`config.mk`:
```
export PLATFORM = sky130hd
export DESIGN_NAME = cargador_instrucciones
export DESIGN_NICKNAME = d
export VERILOG_FILES = /design/src/rtl/cargador_instrucciones.sv
export SDC_FILE = /design/constraint.sdc
export NUM_CORES = 1
export LEC_CHECK = 0
export ABC_AREA = 1
export ABC_CLOCK_PERIOD_IN_PS = 2100
export CORE_MARGIN = 4
export CORE_UTILIZATION = 45
export CTS_CLUSTER_SIZE = 10
export DETAILED_ROUTE_END_ITERATION = 8
export GPL_TIMING_DRIVEN = 0
export PLACE_DENSITY = 0.72
export SYNTH_ARGS = -nofsm -noshare
export SYNTH_HDL_FRONTEND = slang
export SYNTH_SLANG_ARGS = --single-unit
```
`constraint.sdc`:
```
create_clock -name i_clk -period 2.1 [get_ports i_clk]
set_clock_uncertainty 0.05 [all_clocks]
set_input_delay 0.42 -clock i_clk [delete_from_list [all_inputs] [get_ports i_clk]]
set_output_delay 0.42 -clock i_clk [all_outputs]
set_load 0.02 [all_outputs]
```
`src/rtl/cargador_instrucciones.sv`:
```
// UART-driven program loader and CPU run/halt controller for an instruction memory.
// Define STEP_MODE_EN to add the 'S' single-step command and its STEP state.
module cargador_instrucciones #(
   parameter int NBITS  = 32,
   parameter int ADDR_W = 10
) (
   input  logic              i_clk,
   input  logic              i_reset,
   input  logic [7:0]        i_rx_data,
   input  logic              i_rx_valid,
   input  logic              i_halt,
   output logic              o_mem_wr_en,
   output logic [ADDR_W-1:0] o_mem_addr,
   output logic [NBITS-1:0]  o_mem_data,
   output logic              o_cpu_rst,
   output logic              o_cpu_en,
   output logic              o_loaded,
   output logic              o_halted
);

   localparam logic [7:0] CMD_LOAD = 8'h4C;
   localparam logic [7:0] CMD_CONT = 8'h43;
   localparam logic [7:0] CMD_HALT = 8'h48;
`ifdef STEP_MODE_EN
   localparam logic [7:0] CMD_STEP = 8'h53;
`endif

   typedef enum logic [2:0] {
      IDLE, LEN, BYTES, WRITE, RUN
`ifdef STEP_MODE_EN
      , STEP
`endif
   } state_t;

   state_t              state, state_nx;
   logic [7:0]          len_q, len_nx;
   logic [7:0]          wr_cnt, wr_cnt_nx;
   logic [ADDR_W-1:0]   idx, idx_nx;
   logic [1:0]          byte_cnt, byte_cnt_nx;
   logic [NBITS-1:0]    asm_q, asm_nx;
   logic                loaded_q, loaded_nx;
   logic                halted_q, halted_nx;
   logic                cpu_rst_q, cpu_rst_nx;
   logic                last_wr;

   always_ff @(posedge i_clk or negedge i_reset) begin
      if (!i_reset) begin
         state     <= IDLE;
         len_q     <= '0;
         wr_cnt    <= '0;
         idx       <= '0;
         byte_cnt  <= '0;
         asm_q     <= '0;
         loaded_q  <= 1'b0;
         halted_q  <= 1'b0;
         cpu_rst_q <= 1'b1;
      end else begin
         state     <= state_nx;
         len_q     <= len_nx;
         wr_cnt    <= wr_cnt_nx;
         idx       <= idx_nx;
         byte_cnt  <= byte_cnt_nx;
         asm_q     <= asm_nx;
         loaded_q  <= loaded_nx;
         halted_q  <= halted_nx;
         cpu_rst_q <= cpu_rst_nx;
      end
   end

   always_comb begin
      state_nx    = state;
      len_nx      = len_q;
      wr_cnt_nx   = wr_cnt;
      idx_nx      = idx;
      byte_cnt_nx = byte_cnt;
      asm_nx      = asm_q;
      loaded_nx   = loaded_q;
      halted_nx   = halted_q;
      last_wr     = 1'b0;
      case (state)
         IDLE: begin
            if (i_rx_valid) begin
               if (i_rx_data == CMD_LOAD) begin
                  state_nx = LEN;
               end else if (i_rx_data == CMD_CONT && loaded_q) begin
                  state_nx  = RUN;
                  halted_nx = 1'b0;
               end
`ifdef STEP_MODE_EN
               else if (i_rx_data == CMD_STEP && loaded_q) begin
                  state_nx = STEP;
               end
`endif
            end
         end
         LEN: begin
            if (i_rx_valid) begin
               len_nx = i_rx_data;
               if (i_rx_data == 8'd0) begin
                  state_nx = IDLE;
               end else begin
                  state_nx    = BYTES;
                  idx_nx      = '0;
                  wr_cnt_nx   = '0;
                  byte_cnt_nx = '0;
                  loaded_nx   = 1'b0;
               end
            end
         end
         BYTES: begin
            if (i_rx_valid) begin
               asm_nx      = {asm_q[NBITS-9:0], i_rx_data};
               byte_cnt_nx = byte_cnt + 2'd1;
               if (byte_cnt == 2'd3) state_nx = WRITE;
            end
         end
         WRITE: begin
            idx_nx    = idx + ADDR_W'(1);
            wr_cnt_nx = wr_cnt + 8'd1;
            if (wr_cnt_nx == len_q) begin
               state_nx  = IDLE;
               loaded_nx = 1'b1;
               last_wr   = 1'b1;
            end else begin
               state_nx    = BYTES;
               byte_cnt_nx = '0;
               // A byte arriving alongside the strobe starts the next word.
               if (i_rx_valid) begin
                  asm_nx      = {asm_q[NBITS-9:0], i_rx_data};
                  byte_cnt_nx = 2'd1;
               end
            end
         end
         RUN: begin
            if (i_halt || (i_rx_valid && i_rx_data == CMD_HALT)) begin
               state_nx  = IDLE;
               halted_nx = 1'b1;
            end
         end
`ifdef STEP_MODE_EN
         STEP: begin
            state_nx = IDLE;
            if (i_halt) halted_nx = 1'b1;
         end
`endif
         default: state_nx = IDLE;
      endcase
      // Registered so the CPU stays in reset one cycle past the final write.
      cpu_rst_nx = last_wr || (state_nx inside {LEN, BYTES, WRITE});
   end

   assign o_mem_wr_en = (state == WRITE);
   assign o_mem_addr  = idx;
   assign o_mem_data  = asm_q;
   assign o_cpu_rst   = cpu_rst_q;
`ifdef STEP_MODE_EN
   assign o_cpu_en    = (state == RUN) || (state == STEP);
`else
   assign o_cpu_en    = (state == RUN);
`endif
   assign o_loaded    = loaded_q;
   assign o_halted    = halted_q;

endmodule

```
==> metrics.cfg, run 1 <==
[global_route]
grt_max_degree = 67
antenna_found_initial = 0
grt_pass1_vias = 2721
grtUsageTotal = 0.189
gr-total-overflow = 0
grt_pass1_wl_um = 13000

[setup_path]
cp_max_fo = 10
slowest_stage = dfrtp_1
worst-setup-path-type = reg -> reg
arrival_ps = 2200
worst_setup_path_start_kind = register
path_cells = ha_4, nand2_4, nand2_1, nand2_1, nand2_1, nor2_2, nand3_1, nor2_2, nand4_4, buf_6, buf_8, nand3_1, nand2_1
required_ps = 2280
crit_path_max_incr_delay_ps = 430
crit_top_cell = nand2_1
cp-end-kind = register

[routing]
vias_per_cell = 5.06
num_vias = 2896
dr.first_iter.drc_count = 159
ant_nets = 0
drt-pass1-iter-count = 5
drt-total-wl_um = 7940
drc = 0
wire_per_inst_um = 13.9

[synthesis]
synth_edf_count = 0
synth_top_area_cell = dfrtp_1
yosysSeqAreaShare = 0.505
ys_types = 33
synth_area_leaders = dfrtp_1, nand2_1, nand3_1
synth_top_cell_area_share = 0.497
synthAdderAreaFrac = 0.0115
synth_area_mm2 = 0.00327
synth_compound_area_frac = 0.0619
ys_warn_count = 0
synth_cells = 397
synth_nets = 412
yosys.area_share.simple = 0.320
synth.area.mux_share = 0
synthArstFlopShare = 1.00
synth_common_cells = nand2_1, dfrtp_1, nand3_1, inv_1, o21ai_0
syn_avg_cell_area_um2 = 8.25
synthFlopType = dfrtp_1
post-synth-top-count-cell = nand2_1
yosys.area_share.xor_xnor = 0.0160
synth_top_family_by_area = simple AND/OR/NAND/NOR gates
synth-seq-cells = 66

[placement]
place.port_buffers = 58
dp_hpwl_um = 5590
gp_congestion = 0.859
dpl-instance-area_mm2 = 0.00397

[floorplan]
core-area_mm2 = 0.00694
rows = 30
dieArea_mm2 = 0.00870
die_w_um = 93.3
initial_utilization = 0.472
io_pins = 59
chipHeight_um = 93.3

[cells_and_area]
fillers = 599
final_util = 0.617
num_antenna_cells = 0
multi_input_area_mm2 = 0.00139
layout-drive-gt1-share = 0.116
fin_nets = 486
seq_area_mm2 = 0.00165
area_growth_pct = 30.9
stdcell_area_mm2 = 0.00429

[sta]
hold_viol_final = 0
timing.hold.ws_ps = 123
worstMarginPinSlew_ps = 835
min_period_over_period = 0.958
fmax_mhz = 497
min_period_ps = 2010
max_slew_margin = 0.443
final_max_slew_viol_count = 0
setup_viol = 0

[min_path]
hold_path_class = in -> async

[pwr]
ir_worst_vdd_mv = 0.683
powerDensity_mw_per_mm2 = 1500
leakagePower_nw = 2.11

[clock_network]
cts_root_buf = clkbuf_8
cts_buffer_depth = 2
clock_latency_ps = 350
cts_tree = yes
htreeDepth = 3
cts-hold-fix-buffers = 0
clock-sinks = 66
cts_made_buffers = 9
clk_pin_slew_ps = 70

[run_status]
status = finished, final reports clean

[run]
max-cap-violations = 0

[worst max-delay path: cells and delay by family (launching register included)]
family	cells	cell delay [ps]
and+or+nand+nor	10	940
DFF	1	430
buffers and inverters	2	300
adders and majority gates	1	190
[metrics by stage]
stage          cells  TNS (ps)  power (mW)  setup WS, ps
2_1_floorplan    397         0        3.93           242
3_3_place_gp     551   -112000        5.02         -1680
3_5_place_dp     551     -3500        5.09          -183
4_1_cts          568         0        6.39          54.0
5_1_grt          572      -522        6.91         -49.9
6_report         572         0        6.44          87.4
[flip-flops by register name, indices dropped and copies added (netlist names)]
| name | count |
|---|---|
| o_mem_data | 32 |
| o_mem_addr | 10 |
| len_q | 8 |
| wr_cnt | 8 |
| state | 3 |
| byte_cnt | 2 |
| o_cpu_rst | 1 |
| o_halted | 1 |
| o_loaded | 1 |
[logic make-up (layout without fill, tap and decap cells)]
logic type	count (synthesis)	after routing
AO/OA/AOI/OAI	36	36
XOR/XNOR	6	6
adder cells (fa/ha/maj)	3	3
buffers and inverters	53	132
flip-flops	66	66
AND/OR/NAND/NOR	233	233
[cell usage in the layout (no fill, tap or decap), types with 2 or more instances in the layout]
cell type / count
a21oi_1: 2
buf_2: 3
buf_4: 5
buf_6: 5
buf_8: 2
bufinv_16: 3
clkbuf_1: 3
clkbuf_8: 11
clkdlybuf4s50_1: 55
clkinv_2: 3
dfrtp_1: 65
dlygate4sd2_1: 2
ha_1: 2
inv_1: 40
nand2_1: 139
nand3_1: 43
nand3_2: 10
nand3b_1: 2
nand4_1: 5
nor2_1: 18
nor2_2: 4
nor2_4: 3
nor3_1: 2
nor4_1: 3
o21ai_0: 21
o22ai_1: 7
xnor2_1: 2
xor2_1: 4
[routing by layer]
metal / part of all wire / routed length (um) / track usage / vias to the layer above
li1: - / - / - / 1434
met5: 0 / 0 / 0 / -
met3: 0.050 / 397 / 0.0354 / 12
met2: 0.48 / 3820 / 0.295 / 65
met4: 0.013 / 100 / 0.0708 / 0
met1: 0.46 / 3620 / 0.262 / 1385
[cell type report]
type / count / area share
Sequential cell: 66 / 0.386
Clock buffer: 10 / 0.0298
Multi-Input combinational cell: 278 / 0.324
Buffer: 13 / 0.0306
Timing Repair Buffer: 63 / 0.142
Clock inverter: 6 / 0.0245
Tap cell: 96 / 0.0280
Inverter: 40 / 0.0350
[report_power, final]
part | leakage, nW | internal, mW | switching [mW]
combinational | 1.17 | 1.25 | 1.60
clock | 0.120 | 0.783 | 0.488
sequential | 0.817 | 1.83 | 0.495
[what timing repair did]
item,4_1_cts,5_1_grt
endpoints found under the hold margin,0,0
setup endpoints to repair,2,45
gates resized for setup,3,9
pin swaps,1,5
gates cloned,0,1
setup buffers,1,3
[worst paths after layout]
check / start / to / slack (ps) / cells past startpoint
worst max-delay path: wr_cnt[1] / o_mem_data[15] / 90 / 13
max in group asynchronous: i_reset / o_mem_data[16] / 1330 / 1
worst min-delay path: i_reset / wr_cnt[5] / 120 / 1
worst min register to register: o_mem_data[31] / o_mem_data[31] / 420 / 2
min in group i_clk: o_mem_data[31] / o_mem_data[31] / 420 / 2
worst max register to register: wr_cnt[1] / o_mem_data[15] / 90 / 13
Power figures use the tool's default switching activity.
==> run 2, diff against run 1 <==
--- a/config.mk
+++ b/config.mk
@@ -11,7 +11,6 @@
 export CORE_UTILIZATION = 45
 export CTS_CLUSTER_SIZE = 10
 export DETAILED_ROUTE_END_ITERATION = 8
-export GPL_TIMING_DRIVEN = 0
 export PLACE_DENSITY = 0.72
 export SYNTH_ARGS = -nofsm -noshare
 export SYNTH_HDL_FRONTEND = slang
==> run 2 against run 1 <==
Core utilization increased by 1.6 points. Register-to-register slack got worse by 40 ps. Non-clock buffer count increased by 4. First-iteration DRC count increased by 10%. Combinational power increased by 7.0%. Die area unchanged. Sequential share of layout area decreased by 0.95 points. Fmax decreased by 1.8%. Flip-flop and latch count unchanged. Design area increased by 2.5%.
==> metrics.cfg, run 2 (synthesis gave the netlist of run 1 again) <==
[sta]
tns_ps = 0  ; unchanged
fmax_mhz = 488  ; -1.8%
min_period_over_period = 0.976  ; +0.0177
setup_viol = 0  ; unchanged
final_max_slew_viol_count = 0  ; unchanged
worstMarginPinSlew_ps = 434  ; -400 ps
min_period_ps = 2050  ; +37.3 ps
rsz0062_at_grt = yes
max_slew_margin = 0.709  ; +0.265
hold_viol_final = 0  ; unchanged

[clock_network]
cts_made_buffers = 9  ; unchanged
htreeDepth = 3  ; unchanged
clock-sinks = 66  ; unchanged
cts_tree = yes
cts_buffer_depth = 2  ; unchanged
cts-hold-fix-buffers = 0  ; unchanged
clk_pin_slew_ps = 80  ; about the same
clock_latency_ps = 350  ; about the same
cts_root_buf = clkbuf_8

[placement]
dp_hpwl_um = 5440  ; -2.6%
place.port_buffers = 58  ; unchanged
gp_congestion = 0.867  ; +0.90%

[floorplan]
rows = 30  ; unchanged
die_w_um = 93.3  ; unchanged
io_pins = 59  ; unchanged
initial_utilization = 0.472  ; unchanged
chipHeight_um = 93.3  ; unchanged
core-area_mm2 = 0.00694  ; unchanged
dieArea_mm2 = 0.00870  ; unchanged

[routing]
top_layer_used = met4
vias_per_cell = 5.08  ; +0.27%
num_vias = 2924  ; +0.97%
ant_nets = 0  ; unchanged
drc = 0  ; unchanged
dr_wl_met3_um = 371  ; -6.5%
drt-total-wl_um = 8180  ; +3.0%
dr.first_iter.drc_count = 175  ; +10%
wl_met2_um = 3960  ; +3.7%
wire_per_inst_um = 14.2  ; +2.3%
drt-pass1-iter-count = 4  ; -1
drt-met1-wl_um = 3700  ; +2.2%

[run]
max-cap-violations = 0  ; unchanged

[cells_and_area]
area_growth_pct = 34.2
largest_reg_flops = 32  ; unchanged
num_antenna_cells = 0  ; unchanged
seq_area_mm2 = 0.00165  ; unchanged
final_common_cell = nand2_1
final_cell_mix = nand2_1, dfrtp_1, clkdlybuf4s50_1
layout-drive-gt1-share = 0.167  ; +0.0511
fin_nets = 490  ; +0.82%
fillers = 595  ; -0.67%
multi_input_area_mm2 = 0.00145  ; +4.3%

[setup_path]
cp_max_fo = 8  ; -2
cp-startpoint = wr_cnt[1]
arrival_ps = 2290  ; +90 ps
reg2reg_from = wr_cnt[1]
ff2ff_path_depth = 13  ; unchanged
timing.rr.end = o_mem_data[16]
required_ps = 2340  ; +60 ps
worst_setup_path_start_kind = register
critical_path.endpoint = o_mem_data[16]
rrSetupSlack_ps = 50  ; -40 ps
worst-setup-path-type = reg -> reg
cp-end-kind = register

[global_route]
grtUsageTotal = 0.190  ; +0.000794
gr-total-overflow = 0  ; unchanged
grt_pass1_wl_um = 13000  ; unchanged
antenna_found_initial = 0  ; unchanged
grt_max_degree = 67  ; unchanged
grt_pass1_vias = 2739  ; +0.66%

[run_status]
status = finished, final reports clean

[pwr]
ir_worst_vdd_mv = 0.867  ; +27%
leakagePower_nw = 2.16  ; +2.6%
power_mw = 6.48  ; +0.50%
powerDensity_mw_per_mm2 = 1470  ; -2.0%

[min_path]
hold_path_class = in -> async

run 2: final cells by class:
type / instances / share of cell area
inverters: 40 / 0.0342
multi-input cells: 278 / 0.330
clock inverters: 7 / 0.0171
well taps: 96 / 0.0273
clock buffers: 9 / 0.0282
repair buffers: 80 / 0.188
flip-flops and latches: 66 / 0.376
run 2: worst min path at each step:
| stage | endpoint | slack, ps | startpoint | depth (start not counted) |
|---|---|---|---|---|
| 2_1_floorplan | byte_cnt[0] | 70 | i_reset | 0 |
| 3_3_place_gp | o_mem_data[28] | 400 | o_mem_data[28] | 2 |
| 3_5_place_dp | o_mem_data[28] | 410 | o_mem_data[28] | 2 |
| 4_1_cts | o_mem_data[27] | 30 | i_reset | 2 |
| 5_1_grt | o_mem_data[8] | 50 | i_reset | 2 |
| 6_report | o_mem_data[8] | 30 | i_reset | 2 |
run 2: power breakdown:
part	internal [mW]	switching (mW)	leakage, nW
Combinational	1.37	1.68	1.24
Clock	0.556	0.524	0.104
Sequential	1.82	0.519	0.817
run 2: repair_timing:
| action | 4_1_cts | 5_1_grt |
|---|---|---|
| gates cloned | 0 | 3 |
| pin swaps | 0 | 18 |
| buffers inserted | 0 | 5 |
| gates resized for setup | 3 | 35 |
| setup endpoints to repair | 18 | 35 |
| endpoints found under the hold margin | 0 | 0 |
run 2: worst max-delay path, stage by stage (launching register included):
cell and delay [ps]:
dfrtp_1 420, ha_4 180, nand2_4 70, buf_6 120, nor2_4 160, nand3_2 100, nand3_2 80, nand2_2 60
nor2_4 110, nand4_4 170, nand2_4 180, buf_12 160, nand2_1 70, nand2_1 70
run 2: metal layers:
metal	up-vias	GRT usage
met2	81	0.288
met4	0	0.0855
met3	12	0.0402
met1	1390	0.261
met5	-	0
li1	1441	-
run 2: through the flow:
step            util  hold WS [ps]  instance area, um2  worst slack (ps)  instances
2_1_floorplan      -          74.4                3270               242        397
3_3_place_gp   0.572           403                3970              27.5        552
3_5_place_dp   0.572           407                3970             -10.3        552
4_1_cts        0.601          34.7                4180              3.96        568
5_1_grt        0.633          46.4                4400             -81.1        576
6_report       0.633          33.5                4400              50.1        576
